[config.mk]
export PLATFORM = sky130hd
export DESIGN_NAME = pipe_cla_addsub
export DESIGN_NICKNAME = d
export VERILOG_FILES = /design/src/rtl/pipe_cla_addsub.sv
export SDC_FILE = /design/constraint.sdc
export NUM_CORES = 1
export LEC_CHECK = 0
export ABC_AREA = 1
export BUFFER_PORTS_ARGS = -buffer_cell sky130_fd_sc_hd__buf_2
export CAP_MARGIN = 40
export CORE_MARGIN = 4
export CORE_UTILIZATION = 51
export CTS_CLUSTER_DIAMETER = 150
export DETAILED_ROUTE_END_ITERATION = 8
export GPL_ROUTABILITY_DRIVEN = 0
export PLACE_DENSITY = 0.71
export SLEW_MARGIN = 20
export SYNTH_ARGS = -nofsm -noshare
export SYNTH_HDL_FRONTEND = slang
export SYNTH_SLANG_ARGS = --single-unit
[constraint.sdc]
create_clock -name clk -period 15.2 [get_ports clk]
set_input_delay 2.28 -clock clk [delete_from_list [all_inputs] [get_ports clk]]
set_output_delay 2.28 -clock clk [all_outputs]
set_load 0.05 [all_outputs]
[src/rtl/pipe_cla_addsub.sv]
// Pipelined add/subtract: one 16-bit carry-lookahead group per stage, carry registered between stages.
// Latency NG cycles from input transfer to out_valid; throughput one result per cycle.
// Backpressure: per-stage valid/ready; a stage advances when empty or its successor advances, and bubbles collapse.
//
// Ports:
//   clk, rst          : rising-edge clock, asynchronous active-high reset
//   in_valid/in_ready : operand handshake (a, b, cin, op)
//   op                : 0 = a + b + cin, 1 = a - b - cin (cin acts as borrow-in)
//   out_valid/out_ready : result handshake (sum, cout, ovf, zero)
module pipe_cla_addsub #(
  parameter int WIDTH = 64,        // multiple of 16, 16..256
  parameter int NG    = WIDTH / 16 // derived; do not override
) (
  input  logic             clk,
  input  logic             rst,
  input  logic             in_valid,
  output logic             in_ready,
  input  logic [WIDTH-1:0] a,
  input  logic [WIDTH-1:0] b,
  input  logic             cin,
  input  logic             op,
  output logic             out_valid,
  input  logic             out_ready,
  output logic [WIDTH-1:0] sum,
  output logic             cout,
  output logic             ovf,
  output logic             zero
);

  // Two-level 16-bit CLA: four 4-bit lookahead groups, then lookahead across
  // the group generate/propagate terms. Returns {carry_out, sum[15:0]}.
  function automatic logic [16:0] cla16(input logic [15:0] x, input logic [15:0] y, input logic ci);
    logic [15:0] g, p, c;
    logic [3:0]  gg, gp;
    logic [4:0]  gc;
    g = x & y;
    p = x | y;
    for (int j = 0; j < 4; j++) begin
      gg[j] = g[4*j+3] | (p[4*j+3] & g[4*j+2]) | (p[4*j+3] & p[4*j+2] & g[4*j+1])
            | (p[4*j+3] & p[4*j+2] & p[4*j+1] & g[4*j]);
      gp[j] = &p[4*j +: 4];
    end
    gc[0] = ci;
    gc[1] = gg[0] | (gp[0] & ci);
    gc[2] = gg[1] | (gp[1] & gg[0]) | (gp[1] & gp[0] & ci);
    gc[3] = gg[2] | (gp[2] & gg[1]) | (gp[2] & gp[1] & gg[0]) | (gp[2] & gp[1] & gp[0] & ci);
    gc[4] = gg[3] | (gp[3] & gg[2]) | (gp[3] & gp[2] & gg[1]) | (gp[3] & gp[2] & gp[1] & gg[0])
          | (gp[3] & gp[2] & gp[1] & gp[0] & ci);
    for (int j = 0; j < 4; j++) begin
      c[4*j]   = gc[j];
      c[4*j+1] = g[4*j] | (p[4*j] & gc[j]);
      c[4*j+2] = g[4*j+1] | (p[4*j+1] & g[4*j]) | (p[4*j+1] & p[4*j] & gc[j]);
      c[4*j+3] = g[4*j+2] | (p[4*j+2] & g[4*j+1]) | (p[4*j+2] & p[4*j+1] & g[4*j])
               | (p[4*j+2] & p[4*j+1] & p[4*j] & gc[j]);
    end
    return {gc[4], x ^ y ^ c};
  endfunction

  // Stage k registers. a_q/b_q hold the operand groups not yet summed,
  // shifted down so the next stage always consumes bits [15:0]; s_q holds
  // the sum groups 0..k already produced; c_q is the carry out of group k.
  logic [NG-1:0]    valid_q;
  logic [NG-1:0]    c_q;
  logic [WIDTH-1:0] a_q [NG];
  logic [WIDTH-1:0] b_q [NG];
  logic [WIDTH-1:0] s_q [NG];
  logic             ovf_q, zero_q;

  logic [NG-1:0]    rdy, vin, nc;
  logic [WIDTH-1:0] na [NG];
  logic [WIDTH-1:0] nb [NG];
  logic [WIDTH-1:0] ns [NG];
  logic [WIDTH-1:0] b_eff;
  logic [16:0]      t;
  logic             am, bm, r, n_ovf, n_zero;

  // ready_k = !valid_k || ready_(k+1), unrolled from the output side so the
  // chain is a plain OR reduction with no combinational self-reference.
  always_comb begin
    rdy = '0;
    vin = '0;
    r   = out_ready;
    for (int k = NG - 1; k >= 0; k--) begin
      r      = r | ~valid_q[k];
      rdy[k] = r;
    end
    vin[0] = in_valid;
    for (int k = 1; k < NG; k++) vin[k] = valid_q[k-1];
  end

  always_comb begin
    for (int k = 0; k < NG; k++) begin
      na[k] = '0;
      nb[k] = '0;
      ns[k] = '0;
    end
    nc    = '0;
    b_eff = b ^ {WIDTH{op}};
    t     = cla16(a[15:0], b_eff[15:0], cin ^ op);
    ns[0][15:0] = t[15:0];
    nc[0] = t[16];
    na[0] = a >> 16;
    nb[0] = b_eff >> 16;
    // Operand MSBs of the group handled by the last stage, for overflow.
    am = a[15];
    bm = b_eff[15];
    for (int k = 1; k < NG; k++) begin
      t     = cla16(a_q[k-1][15:0], b_q[k-1][15:0], c_q[k-1]);
      ns[k] = s_q[k-1];
      ns[k][16*k +: 16] = t[15:0];
      nc[k] = t[16];
      na[k] = a_q[k-1] >> 16;
      nb[k] = b_q[k-1] >> 16;
      am    = a_q[k-1][15];
      bm    = b_q[k-1][15];
    end
    n_ovf  = (am == bm) && (ns[NG-1][WIDTH-1] != am);
    n_zero = (ns[NG-1] == '0);
  end

  always_ff @(posedge clk or posedge rst) begin
    if (rst) begin
      valid_q <= '0;
      c_q     <= '0;
      ovf_q   <= 1'b0;
      zero_q  <= 1'b0;
      for (int k = 0; k < NG; k++) begin
        a_q[k] <= '0;
        b_q[k] <= '0;
        s_q[k] <= '0;
      end
    end else begin
      for (int k = 0; k < NG; k++) begin
        if (rdy[k]) begin
          valid_q[k] <= vin[k];
          // Data only moves with a valid item; a bubble leaves old data in
          // place, which is never observed because valid is low.
          if (vin[k]) begin
            a_q[k] <= na[k];
            b_q[k] <= nb[k];
            s_q[k] <= ns[k];
            c_q[k] <= nc[k];
          end
        end
      end
      if (rdy[NG-1] && vin[NG-1]) begin
        ovf_q  <= n_ovf;
        zero_q <= n_zero;
      end
    end
  end

  assign in_ready  = rdy[0];
  assign out_valid = valid_q[NG-1];
  assign sum       = s_q[NG-1];
  assign cout      = c_q[NG-1];
  assign ovf       = ovf_q;
  assign zero      = zero_q;

endmodule

# Word level (Yosys, flattened, before mapping)

Cells that the tools add are included.

Register bits after elaboration: 362
Input bits: 134
Output and inout port bits: 69
Logic and storage cells: 543

Equal/unequal tests: 2
Bitwise operators: 498
Reductions and logical operators: 23

Operators by type and width:

| operator            | number |
|---|---|
| AND 1 bit           | 288 |
| OR 1 bit            | 188 |
| bitwise XOR 16 bit  | 8 |
| AND 16 bit          | 4 |
| zero test 64 bit    | 1 |
| OR 16 bit           | 4 |
| AND reduction 4 bit | 16 |
| bitwise XOR 64 bit  | 1 |
| AND reduction 2 bit | 4 |
| inverter 1 bit      | 4 |
| logical AND 1 bit   | 2 |
| equality test 1 bit | 1 |
| != test 1 bit       | 1 |
| bitwise XOR 1 bit   | 1 |

# Depth between registers and ports, before layout

Gate-level depths: netlist of run 1.

Word-level depth: 14
Depth in mapped cells: 23
Gate-level depth less buffers: 23

# Worst setup path after synthesis of run 1

OpenSTA, ideal clock, no wires.

Path type: in2out
From: input out_ready
To: output in_ready
Arrival time: 3012 ps
Required time: 12920 ps
Setup slack: 9908 ps
Cell stages on the path: 8
Path buffers: 0
Path through: nor2_4 inv_2 nor2_2 inv_2 nor2_2 inv_2 nor2_4 inv_1

Longest elaborated chain between the ends: 4

Ends and longest elaborated chain:

| what                  | line | text |
|---|---|---|
| start, declared       | 23   | `input logic out_ready,` |
| OR 1 bit (4 in a row) | 84   | `r = r \| ~valid_q[k];` |
| end, declared         | 17   | `output logic in_ready,` |

Every way passes these cells.

# Worst setup path in the final report of run 1

Ends and elaborated chain as after synthesis.

==> impl_metrics.csv, run 1 <==
group,metric,value,unit
flow_run,maxCapViolations,0,
sta,max_freq,181,MHz
power,pwr-share-clk,25.2,%
sta,skew,19.5,ps
place,io_buffers,202,
clock_network,cts_tree,"done",
detailed_routing,drcViolationCount,0,
hold_path,min_to,"sum[53]",
power,power_switching,1.42,mW
synth,syn_area,0.0182,mm^2
place,placed_cells,2710,
detailed_routing,vias,13600,
global_routing,track_usage,21.2,%
floorplan,die_y,197,um
sta,setup_viol,0,
clock_network,post_cts.repair.setup_buffers,0,
critical_path,crit_arrival,3230,ps
status,status,"complete, no violations",
hold_path,hp-class,"register to register",
detailed_routing,ant_nets,0,
clock_network,numCtsBuffers,39,
power,p_sw_share,39.5,%
clock_network,clk_pin_slew,60,ps
sta,slew_violations,0,
clock_network,root_buffer,"clkbuf_16",
critical_path,criticalPathCategory,"input pin to output pin",
power,power.internal,2.17,mW
clock_network,insertion_delay,520,ps
sta,fin_crit_sh,36.3,%
clock_network,cts_resized,0,
synth,netlist_instances,2122,
synth,synth_fp_nets,2400,
power,combPwrFrac,34.8,%
detailed_routing,drt_iter0_markers,767,
floorplan,start_util,52.2,%
critical_path,rr_worst_depth,21,
sta,whs,470,ps
floorplan,die_area,0.0388,mm^2
clock_network,holdBufCountCts,0,
detailed_routing,avgViaCountPerCell,4.91,
power,leakagePower,11.1,nW
critical_path,critPathRequiredTime,12920,ps
critical_path,r2r_end,"zero",
floorplan,coreArea,0.0349,mm^2
floorplan,die_x,197,um
synth,synth_cell_types,38,
sta,finalHoldViolations,0,
critical_path,ff2ff_setup_slack,12090,ps
critical_path,crit_path_max_fanout,3,
synth,synth_flop_cell,"dfrtp_1",
global_routing,grt_pass1_wl,68100,um
global_routing,grt_max_degree,179,
sta,rsz0062_at_grt,"false",
floorplan,ios,203,
synth,synth-async-reset-ratio,100,%
synth,syn_avg_cell_area,8.57,um^2
global_routing,grt-ovfl-total,0,
clock_network,h-tree-depth,2,
critical_path,worst_setup_path_start_kind,"input pin",
sta,worstMarginPinSlew,1110,ps
floorplan,row_count,68,
place,hpwl,29100,um
sta,tns,0,ps
detailed_routing,wl,40600,um
detailed_routing,dr.pass1.iters,5,
layout,drive_above_1_share,12.7,%
critical_path,end_kind,"output pin",
global_routing,antenna_found_initial,3,
power,powerDensity,172,mW/mm^2
hold_path,min-delay-start,"sum[53]",
synth,yosysWarnings,0,
synth,synth_edf_count,0,
global_routing,grt_pass1_vias,13600,
clock_network,clock_path_buffers,3,
sta,fin_crit,5510,ps
critical_path,reg2reg_from,"a_q[68]",
layout,fin_cells,2780,
hold_path,hold_depth,2,
power,ir_drop,0.112,mV
synth,ys_seq_elements,362,
sta,slew_headroom,26.2,%
layout,syn_to_final_growth,14.3,%
layout,fin_nets,2575,
detailed_routing,avgRoutedWirePerCell,14.6,um
power,p_seq_share,40.0,%
synth,synth-seq-area-share,49.8,%
clock_network,cts_sinks,362,
how the worst max path moves through the flow:
stage,startpoint,end,slack [ps],cells after the start
final,out_ready,in_ready,9690,10
after global routing,out_ready,in_ready,9580,10
after CTS,out_ready,in_ready,9680,10
after detailed placement,out_ready,in_ready,9680,10
after global placement,out_ready,in_ready,9700,10
after floorplan,rst,a_q[128],2870,1
cell usage after synthesis, types with 2 or more instances:
master | instances | share of area (%)
o21ai_1 | 69 | 1.9
nor2_4 | 3 | 0.19
fa_1 | 16 | 1.8
a21o_1 | 2 | 0.082
nor2_2 | 3 | 0.10
inv_1 | 286 | 5.9
nand3_1 | 48 | 1.3
a21oi_1 | 24 | 0.66
o31ai_1 | 2 | 0.082
inv_2 | 6 | 0.12
nand2_1 | 653 | 13
buf_2 | 41 | 1.1
o21bai_1 | 6 | 0.25
o21ai_0 | 189 | 5.2
buf_4 | 3 | 0.12
dfrtp_1 | 362 | 50
clkbuf_1 | 35 | 0.72
a221oi_1 | 6 | 0.29
xor2_1 | 55 | 2.6
nand3b_1 | 4 | 0.17
nor3_1 | 9 | 0.25
xnor2_1 | 31 | 1.5
ha_1 | 128 | 8.8
a21oi_2 | 2 | 0.096
a31oi_1 | 7 | 0.24
or2_2 | 3 | 0.10
nor2_1 | 104 | 2.1
nand4_1 | 11 | 0.38
or2_1 | 4 | 0.14
buf_6 | 2 | 0.12
cell usage in the layout, fill, tap and decap left out, drive strengths merged, types with 2 or more instances in the layout:
cell type and instances:
nand2 654, dfrtp 362, inv 291, o21ai 258
buf 216, ha 128, nor2 110, clkbuf 57
xor2 55, nand3 48, xnor2 32, a21oi 26
fa 16, nand4 11, nor3 9, clkinv 8
or2 8, a31oi 7, o21bai 6, a221oi 6
nand3b 4, diode 3, a21o 2, o31ai 2
clkinvlp 2
stage by stage:
| step | util, % | instance area, um^2 | setup slack [ps] | total power, mW |
|---|---|---|---|---|
| 6_report | 59.6 | 20800 | 9690 | 3.59 |
| 5_1_grt | 59.6 | 20800 | 9580 | 3.85 |
| 4_1_cts | 59.5 | 20800 | 9680 | 3.62 |
| 3_5_place_dp | 56.0 | 19600 | 9680 | 2.70 |
| 3_3_place_gp | 55.9 | 19500 | 9700 | 2.65 |
| 2_1_floorplan | - | 18200 | 2870 | 2.34 |
metal layers:
metal,up-vias,part of all wire [%],global-route usage (%)
li1,6893,-,-
met1,6388,46,29.8
met2,278,46,34.4
met3,81,4.9,3.21
met4,0,3.2,6.73
met5,-,0,0
flip-flops by register name, summed over array words and instances, names as in the netlist:
| register | cells |
|---|---|
| a_q | 96 |
| ns | 96 |
| sum | 64 |
| b_q | 96 |
| c_q | 4 |
| valid_q | 4 |
| ovf | 1 |
| zero | 1 |
critical path: stages:
cell and delay, ps:
buf_2 110, nor2_4 120, inv_2 50, nor2_2 80, inv_2 50, nor2_2 80, inv_2 70, nor2_4 120
inv_1 60, buf_2 210
final cells by class:
type	count	area [um^2]
Multi-Input combinational cell	1386	7660
Clock buffer	57	1170
Timing Repair Buffer	216	1180
Clock inverter	9	50.0
Inverter	292	1110
Sequential cell	362	9060
Fill cell	3088	14100
Antenna cell	3	7.51
Tap cell	455	569
power by group through the flow:
stage	logic (mW)	registers, mW	clock network [mW]
floorplan	0.665	1.68	0
global placement	1.21	1.44	0
detailed placement	1.25	1.45	0
CTS	1.26	1.44	0.922
global route	1.41	1.47	0.967
finish	1.25	1.44	0.904
logic make-up (layout without fill, tap and decap cells):
group / Yosys count / after routing / share of synthesized area (%)
and+or+nand+nor: 846 / 846 / 18.4
DFF: 362 / 362 / 49.8
other: 0 / 3 / 0
buffers and inverters: 374 / 574 / 8.14
adders and majority gates: 144 / 144 / 10.6
AOI/OAI and AO/OA: 309 / 309 / 8.88
xor gates and xnor gates: 87 / 87 / 4.23
No activity file was read; power rests on OpenSTA's default activity.
==> inputs of run 2 (changes only) <==
--- a/config.mk
+++ b/config.mk
@@ -5,7 +5,7 @@
 export SDC_FILE = /design/constraint.sdc
 export NUM_CORES = 1
 export LEC_CHECK = 0
-export ABC_AREA = 1
+export ABC_AREA = 0
 export BUFFER_PORTS_ARGS = -buffer_cell sky130_fd_sc_hd__buf_2
 export CAP_MARGIN = 40
 export CORE_MARGIN = 4
==> constraint.sdc (replaced) <==
create_clock -name clk -period 5.4 [get_ports clk]
set_input_delay 0.81 -clock clk [delete_from_list [all_inputs] [get_ports clk]]
set_output_delay 0.81 -clock clk [all_outputs]
set_load 0.05 [all_outputs]
==> run 2 against run 1 <==
  * Die area shrank 1.5%
  * Setup slack lost 8200 ps
  * Largest power group unchanged
  * Register-to-register slack lost 11000 ps
  * Flip-flop and latch count is the same
  * Non-clock buffer count grew 3
==> impl_metrics.csv, run 2 <==
group,metric,value,unit
status,status,"complete, no violations",
synth,syn_avg_cell_area,10.3,um^2
synth,yosys.area.top_type,"dfrtp_1",
sta,fin_crit_sh,72.5,%
power,leakagePower,10.4,nW
sta,skew,22.0,ps
floorplan,die_area,0.0382,mm^2
detailed_routing,avgRoutedWirePerCell,16.5,um
critical_path,r2r_end,"zero",
detailed_routing,drt_iter0_markers,635,
synth,synth_fp_nets,2016,
synth,synth_edf_count,0,
place,io_buffers,202,
clock_network,holdBufCountCts,0,
global_routing,grt_pass1_wl,66500,um
floorplan,ios,203,
clock_network,post_cts.repair.setup_buffers,0,
global_routing,antenna_found_initial,1,
global_routing,track_usage,21.1,%
sta,rsz0062_at_grt,"false",
layout,finish.utilization,60.4,%
layout,final_cell_mix,"nand2_1, dfrtp_1, buf_2, inv_1, mux2_2",
sta,slew_headroom,50.6,%
critical_path,crit_arrival,4350,ps
clock_network,cts_resized,0,
place,hpwl,28300,um
floorplan,start_util,51.7,%
critical_path,end_kind,"register",
layout,fin_nets,2207,
sta,fin_ws,1480,ps
synth,synth-seq-area-share,50.6,%
synth,yosysWarnings,0,
power,powerDensity,524,mW/mm^2
sta,whs,296,ps
critical_path,crit_family,"simple AND/OR/NAND/NOR gates",
floorplan,coreArea,0.0346,mm^2
place,postPlaceCellArea,0.0195,mm^2
layout,fin_area,0.0209,mm^2
flow_run,maxCapViolations,0,
sta,setup_viol,0,
clock_network,cts_tree,"done",
critical_path,criticalPathCategory,"register to register",
critical_path,critPathSlowestCell,"fa_1",
sta,worstMarginPinSlew,741,ps
detailed_routing,wl,39800,um
critical_path,path_depth,16,
clock_network,insertion_delay,530,ps
synth,syn_area,0.0179,mm^2
clock_network,root_buffer,"clkbuf_16",
clock_network,cts_sinks,362,
detailed_routing,avgViaCountPerCell,5.10,
synth,ys_top_cells_by_count,"nand2_1, dfrtp_1, inv_1",
layout,syn_to_final_growth,16.7,%
layout,drive_above_1_share,22.5,%
power,totalPowerFinal,11.0,mW
critical_path,crit_path_start,"a_q[68]",
critical_path,reg2reg_from,"a_q[68]",
critical_path,ff2ff_setup_slack,1480,ps
critical_path,rr_worst_depth,16,
detailed_routing,drcViolationCount,0,
critical_path,crit_end,"zero",
floorplan,row_count,68,
synth,ys_seq_elements,362,
global_routing,grt_pass1_vias,13100,
critical_path,critPathRequiredTime,5840,ps
sta,fin_crit,3920,ps
layout,antenna_cells,0,
clock_network,clk_pin_slew,60,ps
critical_path,worst_setup_path_start_kind,"register",
synth,synthTopCellsByArea,"dfrtp_1, ha_1, mux2_2",
hold_path,hp-class,"input pin to asynchronous set/reset pin",
critical_path,max_stage_delay,440,ps
global_routing,grt_max_degree,124,
synth,netlist.area_leader.share,50.6,%
clock_network,numCtsBuffers,40,
detailed_routing,vias,12300,
clock_network,clock_path_buffers,3,
floorplan,die_y,195,um
power,ir_drop,0.329,mV
global_routing,grt-ovfl-total,0,
synth,synth-async-reset-ratio,100,%
synth,synth_flop_cell,"dfrtp_1",
synth,synth.most_common_cell,"nand2_1",
layout,layout_commonest_cell,"nand2_1",
critical_path,worst-path-buf-inv,1,
sta,max_freq,255,MHz
synth,netlist_instances,1738,
detailed_routing,dr.pass1.iters,5,
critical_path,crit_path_max_fanout,5,
floorplan,die_x,195,um
clock_network,h-tree-depth,2,
place,place_worst_setup_slack,1460,ps
synth,synth_cell_types,61,
sta,slew_violations,0,
detailed_routing,ant_nets,0,
sta,finalHoldViolations,0,
critical_path,worstPathCellList,"inv_1 > ha_1 > or2_2 > a2111oi_4 > o41ai_2 > a21oi_2 > nand2_1 > nand3_1 > fa_1 > nor4_1 > nand4_1 > nor4_1 > o2111ai_1 > and3b_1 > nand4_1 > o31ai_1",
[run 2: through the flow]
stage          TNS (ps)  cells
3_3_place_gp          0   2337
3_5_place_dp          0   2341
5_1_grt               0   2413
2_1_floorplan    -95660   1738
4_1_cts               0   2412
6_report              0   2413
[run 2: per-layer routing]
layer,vias to the layer above,track usage [%],routed length (um),part of all wire [%]
li1,6017,-,-,-
met1,5922,27.5,17500,44
met2,265,35.4,19000,48
met3,94,3.67,1720,4.3
met4,2,8.15,1630,4.1
met5,-,0,15,0.038
[run 2: worst min path at each step]
stage / end / slack, ps / cells past startpoint / startpoint
floorplan: ns[0] / 430 / 2 / ns[64]
global placement: ns[3] / 440 / 2 / ns[67]
detailed placement: ns[11] / 450 / 2 / ns[75]
CTS: a_q[217] / 290 / 2 / rst
global route: a_q[217] / 320 / 2 / rst
finish: a_q[217] / 300 / 2 / rst
[run 2: cell families (layout without fill, tap and decap cells)]
kind of cell,after synthesis,in the layout,synth area share [%]
xor+xnor,104,104,5.08
compound gates,227,227,7.71
fa+ha+maj,144,144,10.7
buf+inv,241,461,5.08
flops,362,362,50.6
simple gates,525,525,12.4
mux,135,135,8.47
[run 2: power breakdown]
group / total, mW / switching [mW] / leakage [nW] / internal (mW)
clock: 2.83 / 1.09 / 0.674 / 1.75
sequential: 4.26 / 0.648 / 4.38 / 3.61
combinational: 3.86 / 2.48 / 5.38 / 1.38
[run 2: cell type report]
class | count | area, um^2
sequential | 362 | 9060
multi-input combinational | 1135 | 7970
tap | 455 | 569
clock buffer | 60 | 1220
clock inverter | 11 | 170
fill | 2896 | 13700
inverter | 171 | 646
timing repair buffer | 219 | 1270
